## src/rtl/int_ctrl.sv

```systemverilog
// int_ctrl: edge-triggered, fixed-priority vectored interrupt controller that sequences the CPU PC source.
module int_ctrl #(
    parameter int              NIRQ       = 4,
    parameter int              PC_W       = 10,
    parameter logic [PC_W-1:0] VEC_BASE   = 10'h3C0,
    parameter int              VEC_STRIDE = 4
) (
    input  logic            clk,
    input  logic            reset,
    input  logic [NIRQ-1:0] irq,
    input  logic            ei,
    input  logic            di,
    input  logic            mask_we,
    input  logic [NIRQ-1:0] mask_in,
    input  logic            reti,
    input  logic [PC_W-1:0] pc_in,
    output logic            int_take,
    output logic [PC_W-1:0] vec,
    output logic            ret_valid,
    output logic [PC_W-1:0] ret_pc,
    output logic            busy,
    output logic [NIRQ-1:0] pending
);
    localparam int ID_W = NIRQ > 1 ? $clog2(NIRQ) : 1;
    typedef enum logic [1:0] {IDLE, TAKE, SERVICE} state_t;
    state_t          state, nxt;
    logic [NIRQ-1:0] irq_q, mask, elig, clr;
    logic [ID_W-1:0] id, win;
    logic            gie, start;
    assign elig = pending & mask;
    always_comb begin
        win = '0;
        for (int i = NIRQ - 1; i >= 0; i--) win = elig[i] ? ID_W'(i) : win;
    end
    always_comb begin
        start     = state == IDLE && gie && |elig;
        nxt       = start ? TAKE : state == TAKE ? SERVICE : (state == SERVICE && reti) ? IDLE : state;
        int_take  = state == TAKE;
        busy      = state == SERVICE;
        ret_valid = state == SERVICE && reti && !reset;
        vec       = int_take ? PC_W'(32'(VEC_BASE) + 32'(id) * 32'(VEC_STRIDE)) : '0;
        clr       = int_take ? NIRQ'(1) << id : '0;
    end
    always_ff @(posedge clk) begin
        if (reset) begin
            state   <= IDLE;
            irq_q   <= '0;
            pending <= '0;
            mask    <= '0;
            gie     <= 1'b0;
            id      <= '0;
            ret_pc  <= '0;
        end else begin
            state   <= nxt;
            irq_q   <= irq;
            // new edge ORed after the clear so a coincident edge keeps the bit
            pending <= (pending & ~clr) | (irq & ~irq_q);
            gie     <= (di || start) ? 1'b0 : (ei || ret_valid) ? 1'b1 : gie;
            if (mask_we) mask <= mask_in;
            if (start) id <= win;
            if (int_take) ret_pc <= pc_in;
        end
    end
endmodule

```

## config.mk

```make
export PLATFORM = sky130hd
export DESIGN_NAME = int_ctrl
export DESIGN_NICKNAME = d
export VERILOG_FILES = /design/src/rtl/int_ctrl.sv
export SDC_FILE = /design/constraint.sdc
export NUM_CORES = 1
export LEC_CHECK = 0
export ABC_AREA = 1
export BUFFER_PORTS_ARGS = -buffer_cell sky130_fd_sc_hd__buf_2
export CAP_MARGIN = 20
export CORE_MARGIN = 2
export CORE_UTILIZATION = 30
export DETAILED_ROUTE_END_ITERATION = 10
export SLEW_MARGIN = 5
export SYNTH_ARGS = -nofsm -noshare
export SYNTH_HDL_FRONTEND = slang
export SYNTH_SLANG_ARGS = --single-unit
```

## constraint.sdc

```tcl
create_clock -name clk -period 1 [get_ports clk]
set_input_delay 0.15 -clock clk [delete_from_list [all_inputs] [get_ports clk]]
set_output_delay 0.15 -clock clk [all_outputs]
set_load 0.005 [all_outputs]
```

==> results by group <==
Status
  – Outcome: finished, violations left
  – Failing checks: setup timing

Critical path
  – CP max stage cell: dfxtp_4
  – Critical Path Start Type: flip-flop
  – Reg2reg path depth: 7
  – Reg-to-Reg Start: state[0]
  – Max FO, Critical Path: 6
  – Worst-path cell chain: inv_6 > nand2_8 > inv_6 > buf_12 > buf_6
  – CP Capture Point: vec[8]
  – Worst Setup Path Type: reg -> out
  – Crit-path max cell delay: approximately 0.37 ns
  – Reg2reg end: id[0]
  – Endpoint class of the critical path: primary output
  – CP most frequent cell: inv_6
  – Arrival time of the worst setup path: between 1 and 1.5 ns
  – Worst Setup SP: state[1]
  – R2R Setup Slk: -0.05 ns
  – Worst EP required: approximately 0.85 ns

Synth
  – Post-synth EDFFs: 0
  – Ys flop type: dfxtp_1
  – Post-synth top area share: 0.484
  – Syn_area_per_cell: 7.40 µm²
  – Cell taking the most area after synthesis: dfxtp_1
  – Synthesized cell area: roughly 1100 µm²
  – #FFs+latches synth: 27
  – Top cells by area, synth: dfxtp_1 48%, nor2_1 15%, nand2_1 6.0%
  – Distinct cell type count of the synthesized netlist: 19
  – Asr flop ratio synth: 0
  – Cells after Synth: 151
  – Register area share after synthesis: 0.484
  – Ys Warns: 0

Clock tree
  – Clk root buf: clkbuf_8
  – Total clock sinks: 27
  – CTS hold repair buffers: 0
  – CTS tree: built
  – CTS H-tree lvls: 1
  – CTS buffer count: 3
  – Clock transition at path regs: roughly 0.090 ns
  – Maximum clock insertion buffer count: 2
  – Skew-Pair Late Insertion Delay: around 0.27 ns

Routing
  – Iter 0 DRT Violations: 30
  – Routed length per instance: between 10 and 15 µm
  – Avg Vias per Cell: approximately 4.2
  – Vias: 1044
  – First-pass DRT Iterations: 4
  – Final wirelength: ~2.5 mm
  – Remaining DRCs: 0
  – ANT nets after route: 0

Global route
  – Met2 Use GR: 0.219
  – GRT Util Overall: 0.130
  – Grt ovf: 0
  – Largest net degree at the start of global routing: 16
  – First-pass GRT wire length: 4.28 mm
  – Number of global-route vias before repair: between 900 and 1000
  – Met1 GRT Util: 0.156
  – Busiest grt layer: met2
  – Initial antenna violation count: 0
  – Met3 GRT Util: 0.0278

Power and ir drop
  – Pleak: ~0.79 nW
  – Sequential Power Share: 0.573
  – Switching share of power: 0.244
  – VDD IR max: just over 0.6 mV
  – Clock group share of total power: 0.306
  – PD cells: about 1200 nW/µm²
  – Switch Pwr: around 0.49 mW
  – Internal power: roughly 1.5 mW
  – Total Power: 2.01 mW
  – Combinational Power Share: 0.121

Cells and area
  – P&R area growth vs syn: 47.3%
  – Nets@finish: roughly 230
  – Commonest non-fill, non-tap cells in the layout: 40 x buf_2, 35 x nor2_1, 23 x dfxtp_1
  – Fillers: 372
  – Diodes inserted: 0
  – Final Non-Filler Cells: 249
  – Commonest non-fill, non-tap cell in the layout: buf_2
  – Share of cells above drive strength 1: 0.478
  – Final Cell Area: roughly 1600 µm²

STA
  – Pins Over Slew Limit: 0
  – Final period utilization: 1.20
  – RSZ-0062 raised after global routing: yes
  – Setup TNS: -2.09 ns
  – Max Clk Rate: ~0.83 GHz
  – Post-route clock skew: ~0.0023 ns
  – Min Tclk post-route: ~1.2 ns
  – Post-route setup slack: -0.205 ns
  – Final Hold Fails: 0
  – Setup violations, final: 23

Flow run
  – Max-Cap Viols: 0

Floorplan
  – Die span in y: approximately 65 µm
  – Initial core utilization: 0.308
  – Row count: 22
  – Top-Level Pins: 51
  – Die W: between 60 and 70 µm
  – Core Region: 3630 µm²
  – Die area: about 4200 µm²

Min path
  – Hold crit path type: in -> reg

Placed design
  – Detailed placement HPWL: between 1.5 and 2 mm
  – Cell total after placement: ~240
  – Placed cell areas: 1390 µm²
  – Port bufs: 46
  – GP Congestion: 0.794
[timing repair]
item,CTS,global route
setup buffers,5,0
resized for setup,28,27
setup endpoints to repair,20,26
pin swaps,9,6
[stage by stage]
step	util	setup WS, ns	hold slack [ns]
global placement	0.381	-0.00740	0.366
CTS	0.430	-0.210	0.0794
global route	0.453	-0.242	0.0987
floorplan	-	0.00333	0.275
detailed placement	0.381	-0.0268	0.371
finish	0.453	-0.205	0.0824
[layer usage]
metal  share of wire  vias to the layer above
met5               0                        -
met4           0.020                        0
met3           0.078                        5
met2            0.44                       42
met1            0.46                      445
li1                -                      552
[registers in the layout (all words and copies together), names as in the netlist]
name,cells
mask,4
ret_pc,10
irq_q,4
state,2
id,2
pending,4
gie,1
[how the worst min path moves through the flow]
stage,startpoint,slack [ns],cells after the start,to
after CTS,irq[3],0.08,3,irq_q[3]
after global placement,irq[2],0.37,3,irq_q[2]
after floorplan,irq[0],0.27,2,irq_q[0]
after detailed placement,irq[3],0.37,3,irq_q[3]
final,irq[2],0.08,3,irq_q[2]
after global routing,irq[0],0.1,3,irq_q[0]
[worst max-delay path, delay by kind of cell, from the launching register on]
| kind | cells | cell delay (ns) |
|---|---|---|
| buf+inv | 4 | 0.33 |
| flops | 1 | 0.37 |
| simple gates | 1 | 0.07 |
[power by group through the flow]
stage               Clock [mW]  Sequential, mW  Combinational (mW)
finish                   0.614            1.15               0.242
global route             0.682            1.16               0.276
CTS                      0.645            1.15               0.230
detailed placement           0            1.17               0.210
global placement             0            1.17               0.210
floorplan                    0            1.17               0.126
[cell type report]
| class | instances | area [µm²] | share of cell area |
|---|---|---|---|
| Inverter | 14 | 62.6 | 0.0380 |
| Tap cell | 48 | 60.1 | 0.0365 |
| Clock inverter | 1 | 5.00 | 0.00304 |
| Clock buffer | 3 | 41.3 | 0.0251 |
| Timing Repair Buffer | 55 | 368 | 0.224 |
| Sequential cell | 27 | 551 | 0.335 |
| Multi-Input combinational cell | 101 | 558 | 0.339 |
[cell usage after synthesis (2+ instances only)]
| library cell | count |
|---|---|
| a21oi_1 | 7 |
| buf_2 | 2 |
| buf_4 | 8 |
| buf_6 | 2 |
| dfxtp_1 | 27 |
| inv_1 | 11 |
| inv_2 | 3 |
| nand2_1 | 18 |
| nand3_1 | 4 |
| nor2_1 | 46 |
| nor2_2 | 3 |
| o21ai_0 | 12 |
| o21ai_1 | 2 |
[cells by family after synthesis]
logic type / synth area share
AND/OR/NAND/NOR: 0.274
flip-flops: 0.484
buffers and inverters: 0.130
AO/OA/AOI/OAI: 0.109
other: 0.00336
(Power assumes the default switching activity.)
